<file path="src/rtl/playback_pkg.sv">
// Shared types for the playback burst sequencer: FSM states, trigger source
// encodings and the trigger-select helper.
package playback_pkg;

   typedef enum logic [2:0] {
      IDLE  = 3'd0,
      ARMED = 3'd1,
      DELAY = 3'd2,
      START = 3'd3,
      PLAY  = 3'd4,
      GAP   = 3'd5,
      DONE  = 3'd6
   } state_e;

   typedef enum logic [1:0] {
      TRIG_SW       = 2'd0,
      TRIG_EXT_RISE = 2'd1,
      TRIG_EXT_FALL = 2'd2,
      TRIG_IMM      = 2'd3
   } trig_src_e;

   localparam int CNT_W = 32;

   // Selected trigger source fired this cycle; TRIG_IMM fires unconditionally.
   function automatic logic trig_fired(input trig_src_e src,
                                       input logic      sw_rise,
                                       input logic      ext_rise,
                                       input logic      ext_fall);
      logic fired;
      case (src)
         TRIG_SW:       fired = sw_rise;
         TRIG_EXT_RISE: fired = ext_rise;
         TRIG_EXT_FALL: fired = ext_fall;
         TRIG_IMM:      fired = 1'b1;
         default:       fired = 1'b0;
      endcase
      return fired;
   endfunction

endpackage

</file>
<file path="src/rtl/playback_sequencer_trig_sync.sv">
// Multi-flop synchronizer for an asynchronous trigger pin, followed by
// registered single-cycle rise/fall pulses on the synchronized level.
module trig_sync #(
   parameter int SYNC_STAGES = 2
) (
   input  logic clk,
   input  logic rst_n,
   input  logic async_in,
   output logic rise,
   output logic fall
);

   logic [SYNC_STAGES-1:0] sync_q, sync_d;
   logic                   prev_q, prev_d;
   logic                   rise_q, rise_d;
   logic                   fall_q, fall_d;

   always_comb begin
      sync_d = {sync_q[SYNC_STAGES-2:0], async_in};
      prev_d = sync_q[SYNC_STAGES-1];
      rise_d = sync_q[SYNC_STAGES-1] & ~prev_q;
      fall_d = ~sync_q[SYNC_STAGES-1] & prev_q;
   end

   always_ff @(posedge clk or negedge rst_n) begin
      if (!rst_n) begin
         sync_q <= '0;
         prev_q <= 1'b0;
         rise_q <= 1'b0;
         fall_q <= 1'b0;
      end else begin
         sync_q <= sync_d;
         prev_q <= prev_d;
         rise_q <= rise_d;
         fall_q <= fall_d;
      end
   end

   assign rise = rise_q;
   assign fall = fall_q;

endmodule

</file>
<file path="src/rtl/playback_sequencer.sv">
// Burst scheduler for the BRAM playback reader: arm, wait for a trigger,
// delay, then issue start pulses with a programmable gap between bursts.
module playback_sequencer
   import playback_pkg::*;
#(
   parameter int SYNC_STAGES = 2,
   parameter int BURST_W     = 16
) (
   input  logic               clk,
   input  logic               rst_n,
   input  logic               arm,
   input  logic               abort,
   input  logic [1:0]         trig_src,
   input  logic               sw_trig,
   input  logic               ext_trig,
   input  logic [31:0]        trig_delay,
   input  logic [BURST_W-1:0] n_bursts,
   input  logic [31:0]        gap_cycles,
   output logic               play_en,
   input  logic               play_finish,
   output logic               busy,
   output logic               waiting_trig,
   output logic               done,
   output logic [BURST_W-1:0] burst_count
);

   state_e             state_q, state_d;
   logic               arm_prev_q, sw_prev_q, fin_prev_q;
   trig_src_e          trig_src_q, trig_src_d;
   logic [CNT_W-1:0]   trig_delay_q, trig_delay_d;
   logic [CNT_W-1:0]   gap_cycles_q, gap_cycles_d;
   logic [BURST_W-1:0] n_bursts_q, n_bursts_d;
   logic [CNT_W-1:0]   cnt_q, cnt_d;
   logic [BURST_W-1:0] burst_count_q, burst_count_d;
   logic               play_en_q, play_en_d;
   logic               busy_q, busy_d;
   logic               waiting_q, waiting_d;
   logic               done_q, done_d;

   logic arm_rise, sw_rise, fin_rise;
   logic ext_rise, ext_fall;

   trig_sync #(.SYNC_STAGES(SYNC_STAGES)) u_ext_sync (
      .clk      (clk),
      .rst_n    (rst_n),
      .async_in (ext_trig),
      .rise     (ext_rise),
      .fall     (ext_fall)
   );

   // play_finish is high whenever the reader is idle, so only its edge matters.
   assign arm_rise = arm & ~arm_prev_q;
   assign sw_rise  = sw_trig & ~sw_prev_q;
   assign fin_rise = play_finish & ~fin_prev_q;

   always_comb begin
      state_d       = state_q;
      trig_src_d    = trig_src_q;
      trig_delay_d  = trig_delay_q;
      gap_cycles_d  = gap_cycles_q;
      n_bursts_d    = n_bursts_q;
      cnt_d         = cnt_q;
      burst_count_d = burst_count_q;

      case (state_q)
         IDLE: begin
            if (arm_rise) begin
               trig_src_d    = trig_src_e'(trig_src);
               trig_delay_d  = trig_delay;
               gap_cycles_d  = gap_cycles;
               n_bursts_d    = n_bursts;
               burst_count_d = '0;
               state_d       = ARMED;
            end
         end
         ARMED: begin
            if (trig_fired(trig_src_q, sw_rise, ext_rise, ext_fall)) begin
               if (trig_delay_q != '0) begin
                  cnt_d   = 32'd1;
                  state_d = DELAY;
               end else begin
                  state_d = START;
               end
            end
         end
         // Counting from 1 up to the latched value avoids wrap at 0xFFFFFFFF.
         DELAY: begin
            if (cnt_q == trig_delay_q) state_d = START;
            else                       cnt_d   = cnt_q + 32'd1;
         end
         START: state_d = PLAY;
         PLAY: begin
            if (fin_rise) begin
               burst_count_d = burst_count_q + BURST_W'(1);
               if ((n_bursts_q != '0) && (burst_count_d == n_bursts_q)) begin
                  state_d = DONE;
               end else if (gap_cycles_q == '0) begin
                  state_d = START;
               end else begin
                  cnt_d   = 32'd1;
                  state_d = GAP;
               end
            end
         end
         GAP: begin
            if (cnt_q == gap_cycles_q) state_d = START;
            else                       cnt_d   = cnt_q + 32'd1;
         end
         DONE:    state_d = IDLE;
         default: state_d = IDLE;
      endcase

      // Abort overrides any arm, trigger or finish event seen this cycle.
      if (abort) begin
         state_d       = IDLE;
         trig_src_d    = trig_src_q;
         trig_delay_d  = trig_delay_q;
         gap_cycles_d  = gap_cycles_q;
         n_bursts_d    = n_bursts_q;
         burst_count_d = burst_count_q;
      end

      play_en_d = (state_d == START);
      busy_d    = (state_d != IDLE);
      waiting_d = (state_d == ARMED);
      done_d    = (state_d == DONE);
   end

   always_ff @(posedge clk or negedge rst_n) begin
      if (!rst_n) begin
         state_q       <= IDLE;
         arm_prev_q    <= 1'b0;
         sw_prev_q     <= 1'b0;
         fin_prev_q    <= 1'b0;
         trig_src_q    <= TRIG_SW;
         trig_delay_q  <= '0;
         gap_cycles_q  <= '0;
         n_bursts_q    <= '0;
         cnt_q         <= '0;
         burst_count_q <= '0;
         play_en_q     <= 1'b0;
         busy_q        <= 1'b0;
         waiting_q     <= 1'b0;
         done_q        <= 1'b0;
      end else begin
         state_q       <= state_d;
         arm_prev_q    <= arm;
         sw_prev_q     <= sw_trig;
         fin_prev_q    <= play_finish;
         trig_src_q    <= trig_src_d;
         trig_delay_q  <= trig_delay_d;
         gap_cycles_q  <= gap_cycles_d;
         n_bursts_q    <= n_bursts_d;
         cnt_q         <= cnt_d;
         burst_count_q <= burst_count_d;
         play_en_q     <= play_en_d;
         busy_q        <= busy_d;
         waiting_q     <= waiting_d;
         done_q        <= done_d;
      end
   end

   assign play_en      = play_en_q;
   assign busy         = busy_q;
   assign waiting_trig = waiting_q;
   assign done         = done_q;
   assign burst_count  = burst_count_q;

endmodule

</file>
<file path="config.mk">
export PLATFORM = sky130hd
export DESIGN_NAME = playback_sequencer
export DESIGN_NICKNAME = d
export VERILOG_FILES = /design/src/rtl/playback_pkg.sv /design/src/rtl/playback_sequencer_trig_sync.sv /design/src/rtl/playback_sequencer.sv
export SDC_FILE = /design/constraint.sdc
export NUM_CORES = 1
export LEC_CHECK = 0
export ABC_AREA = 1
export BUFFER_PORTS_ARGS = -buffer_cell sky130_fd_sc_hd__buf_2
export CAP_MARGIN = 20
export CORE_UTILIZATION = 55
export CTS_CLUSTER_DIAMETER = 150
export DETAILED_ROUTE_END_ITERATION = 7
export PLACE_DENSITY = 0.77
export SLEW_MARGIN = 20
export SYNTH_ARGS = -nofsm -noshare
export SYNTH_HDL_FRONTEND = slang
export SYNTH_SLANG_ARGS = --single-unit
</file>
<file path="constraint.sdc">
create_clock -name clk -period 2.8 [get_ports clk]
set_input_delay 0.14 -clock clk [delete_from_list [all_inputs] [get_ports clk]]
set_output_delay 0.14 -clock clk [all_outputs]
set_load 0.005 [all_outputs]
</file>
After elaboration in Yosys (flattened, before gate mapping). Cells that the tools add are included. W data, S select, Z words.

Bits in registers: 145. Output and inout port bits: 20.

Add/sub/neg operators: 2. Equality and inequality tests: 22. Mux-type cells: 23. Bitwise gates (word level): 11. Reductions and logical operators: 12.

Operators with widths (count): $mux W32 (7); $pmux W32 S4 (1); $eq A32 B32 Y1 (2); $add A32 B1 Y32 const B (1); $logic_not A32 Y1 (1); $mux W16 (2); $pmux W16 S2 (1); $reduce_bool A32 Y1 (1); $mux W3 (8); $pmux W3 S6 (1); $add A16 B1 Y16 const B (1); $eq A16 B16 Y1 (1); $ne A2 B2 Y1 const B (8); $reduce_bool A16 Y1 (1); $eq A3 B2 Y1 const B (3); $eq A3 B3 Y1 const B (3); $reduce_and A8 Y1 (1); $eq A3 B1 Y1 const B (2); $not A1 Y1 (6); $and A1 B1 Y1 (5); $eq A2 B2 Y1 const B (2); $pmux W1 S4 (1); $reduce_and A4 Y1 (1); $reduce_bool A4 Y1 (1); 8 further kinds (9).

Logic depth before layout (Yosys ltp).
Word-level depth: 8. Gate-level depth with buffers: 19. Depth with buffers taken out: 18.

Hierarchy. A second synthesis with hierarchy kept.

Cell total of the unflattened synthesis: 1001. Area total of the unflattened synthesis: 8174.1 um^2.

Modules (own cells, without submodules): playback_sequencer (times used 1, cells an instance 992, area each 8034.0 um^2, sequential area each 3503.4 um^2); trig_sync (times used 1, cells an instance 9, area each 140.1 um^2, sequential area each 125.1 um^2).

Worst setup path after synthesis. OpenSTA, ideal clock, no wires.

Path type: register to register. Start point: reg burst_count_q[0], in the netlist burst_count[0]. End point: reg cnt_q[10]. Setup time: 0.117 ns. Data arrival time: 2.013 ns. Required time: 2.683 ns. Path slack: 0.671 ns. Cell stages (with the launch flop): 18. Buffers on the path: 1. Period minus slack after synthesis: 2.129 ns. Path through: dfrtp_1 ha_1 nand2_1 nor2_2 nand3_1 nand3_1 nand2_1 nor2_1 nand2_1 nor2_1 nand3_2 nand2_2 nand2_2 nand2_4 inv_4 buf_6 nand2_1 nand2_1.

Cells in the longest elaborated chain, start to end: 5.

Ends and longest elaborated chain: from (decl) (RTL line playback_sequencer.sv:34) `logic [BURST_W-1:0] burst_count_q, burst_count_d;`; from (signal assigned) (RTL line playback_sequencer.sv:155) `burst_count_q <= burst_count_d;`; $add A16 B1 Y16 (RTL line playback_sequencer.sv:94) `burst_count_d = burst_count_q + BURST_W'(1);`; $eq A16 B16 Y1 (RTL line playback_sequencer.sv:95) `if ((n_bursts_q != '0) && (burst_count_d == n_bursts_q)) begin`; $logic_and A1 B1 Y1 (RTL line playback_sequencer.sv:95); $ne A2 B2 Y1 (no line); $reduce_and A8 Y1 (no line); to (signal assigned) (RTL line playback_sequencer.sv:154) `cnt_q <= cnt_d;`; to (decl) (RTL line playback_sequencer.sv:33) `logic [CNT_W-1:0] cnt_q, cnt_d;`.

No other way between the ends. A chain may end at the register's enable or synchronous reset.

Worst setup path after layout.
Start point: reg burst_count_q[0], in the netlist burst_count[0]. End point: reg cnt_q[15].

Same word-level chain as after synthesis.

==> key figures <==
Status
  • Status: completed

CTS
  • Max Buffers Root-to-Sink: 2
  • H-tree depth: 4
  • Worst-Skew Late Latency: 0.43 ns
  • Setup Fix Bufs, Post-CTS: 0
  • CTS tree: yes
  • Clock-pin slew on the worst setup and hold paths: 0.07 ns
  • CTS Root Cell: clkbuf_16
  • CTS Buf Count: 17
  • Clock Sink Count: 145

Worst setup path
  • Worst path slowest cell: dfrtp_2
  • Critical setup path kind: register to register
  • CP Max Fanout: 28
  • Critical Path Max Stage Delay: 0.44 ns
  • CP required: 3.15 ns
  • Buf+Inv Stages, Crit Path: 1
  • Top delay family on crit path: simple AND/OR/NAND/NOR gates
  • CP cell instances: ha_1, nand2_1, nor2_4, nand3_1, xnor3_1, nand2_1, nor2_2, nand3_2, nand2_2, nand2_2, nand2_4, buf_12, nand2_1, o21ai_1
  • Most used cell, CP: nand2_1
  • CP Capture Type: register
  • Setup crit start kind: register
  • CP arrival: 2.80 ns

Die
  • Cell Rows: 44
  • Initial Utilization: 56.4%
  • Die height: 124 um
  • Top Ports: 109
  • Die Wd: 124 um
  • CORE AREA: 14600 um^2
  • Die Area: 15500 um^2

Yosys
  • Register area share after synthesis: 44.1%
  • Top cell type's share of synthesized area: between 40% and 50%
  • Mapped cell area: 8230 um^2
  • Top post-synthesis cells by area: dfrtp_1, nand2_1, mux2_2
  • Post-Syn Area per Cell: 8.07 um^2
  • Post-synth cell types: 38
  • Ys Warns: 0
  • Synthesized instance count: approximately 1000
  • Post-synth net total: 1111
  • Post-synth top area cell: dfrtp_1
  • FF+latch count, synth: 145

Timing
  • Slew Viols, Final: 0
  • Worst slew pin tran: 0.698 ns
  • Final setup vio count: 0
  • Setup TNS: 0 ns
  • Period utilization: slightly below 90%
  • Max Clk Rate: just over 0.4 GHz
  • RSZ-0062 raised after global routing: false
  • Clock skew: 0.00785 ns
  • Fin. Hold Viols: 0
  • Worst slew margin: 53.0%
  • Fin crit period: 2.46 ns

Min path
  • Hold Path Class: input port to register

Layout
  • Final Core Density: 71.5%
  • Fraction of layout cells with a size suffix above 1: ~20%
  • Most frequent cells in the layout: nand2_1, dfrtp_1, nor2_1, buf_2, inv_1
  • P&R area growth vs syn: 26.8%
  • Final nets: 1303
  • Commonest non-fill, non-tap cell in the layout: nand2_1

Power
  • P per Cell Area: a little under 600 nW/um^2
  • P_leak: about 4.8 nW
  • Maximum vdd drop: roughly 0.44 mV
  • Total power: 6.23 mW

Drt
  • DR iter-0 viols: 642
  • Routed WL per cell: roughly 17 um
  • Routed Antenna Nets: 0
  • DR DRC count: 0
  • Via count: 7783
  • Final WL: 23.4 mm
  • Via density: 5.52
  • First-pass DRT Iterations: 7

Global routing
  • Antenna violations before repair: 0
  • Largest net degree at the start of global routing: 70
  • Vias in the first global route: between 7000 and 8000
  • Global route overflow: 0
  • Global-route wire length before repair: 38.7 mm
  • GRT Total Usage: 31.8%

Place
  • Routability-driven placement congestion ratio: 0.939
  • Post-DP HPWL: 16.0 mm
  • IO buf count: 108

Job
  • MaxCap Viol Count: 0
-- layout make-up --
| class | instances | area (um^2) |
|---|---|---|
| timing repair buffer | 209 | 1540 |
| clock inverter | 15 | 175 |
| clock buffer | 17 | 425 |
| antenna | 1 | 2.50 |
| tap | 184 | 230 |
| fill | 1086 | 4150 |
| sequential | 145 | 3630 |
| multi-input combinational | 742 | 4070 |
| inverter | 97 | 367 |
-- worst paths after layout --
kind | start | to | slack [ns] | cells after the start
hold / removal | n_bursts[7] | n_bursts_q[7]$_DFFE_PN0P_ | 0.007 | 3
setup reg to reg | burst_count[0]$_DFFE_PN0P_ | cnt_q[15]$_DFFE_PN0P_ | 0.34 | 14
setup / recovery | burst_count[0]$_DFFE_PN0P_ | cnt_q[15]$_DFFE_PN0P_ | 0.34 | 14
hold reg to reg | u_ext_sync.sync_q[0]$_DFF_PN0_ | u_ext_sync.sync_q[1]$_DFF_PN0_ | 0.35 | 0
min in group asynchronous | rst_n | n_bursts_q[10]$_DFFE_PN0P_ | 0.29 | 2
max in group asynchronous | rst_n | gap_cycles_q[25]$_DFFE_PN0P_ | 1.69 | 3
-- Yosys cell counts (all sizes together) --
library cell  number
or2                8
a21oi             25
nand2            254
xnor2             38
nor2             144
xnor3              1
ha                 2
mux2              58
o21ai             22
inv               96
o211ai             2
dfrtp            145
a31oi              2
xor2              32
and2               3
clkinv             1
a22o               1
o22ai             12
clkbuf            15
nor4              25
nor3              21
buf               21
nand3             69
nand3b             4
nand4             19
-- state kept, by name, indices dropped and copies added (netlist names), 2 cells and up --
signal,flops
n_bursts_q,16
burst_count,16
trig_delay_q,32
u_ext_sync.sync_q,2
trig_src_q,2
state_q,3
cnt_q,32
gap_cycles_q,32
-- report_power, final --
| group | internal, mW | switching (mW) | total [mW] |
|---|---|---|---|
| clock network | 1.34 | 0.990 | 2.33 |
| logic | 0.583 | 0.562 | 1.14 |
| registers | 2.42 | 0.335 | 2.75 |
-- worst register-to-register path: cells and delay by family, from the launching register on --
family / cells / cell delay (ns)
buf+inv: 1 / 0.20
fa+ha+maj: 1 / 0.23
xor+xnor: 1 / 0.24
compound gates: 1 / 0.09
simple gates: 10 / 1.17
flops: 1 / 0.44
-- per-layer routing --
layer	vias to the layer above	global-route usage [%]	wire [um]
met5	-	0	0
met4	0	17.4	1080
met3	96	6.79	1640
li1	3694	-	-
met2	362	53.8	11700
met1	3631	37.6	9010
-- metrics by stage --
step | worst slack (ns) | instances | hold slack [ns] | cell area (um^2)
2_1_floorplan | 0.671 | 1020 | -0.156 | 8230
3_3_place_gp | 0.421 | 1293 | 0.188 | 8980
3_5_place_dp | 0.270 | 1293 | 0.186 | 8980
4_1_cts | 0.250 | 1409 | 0.00180 | 10400
5_1_grt | 0.00511 | 1409 | 0.0149 | 10400
6_report | 0.343 | 1410 | 0.00736 | 10400
-- cells by family (layout without fill, tap and decap cells) --
group	count (synthesis)	in the layout	synth area share [%]
and+or+nand+nor	547	547	29.0
DFF	145	145	44.1
buffers and inverters	133	338	6.69
xor gates and xnor gates	71	71	7.72
AOI/OAI and AO/OA	64	64	4.26
muxes	58	58	7.93
adders and majority gates	2	2	0.304
other	0	1	0
-- what timing repair did --
action                                 CTS  global route
setup endpoints to repair                0            30
endpoints found under the hold margin  148             0
hold buffers                            84             0
gates resized for setup                  0             3
Power figures use the tool's default switching activity.
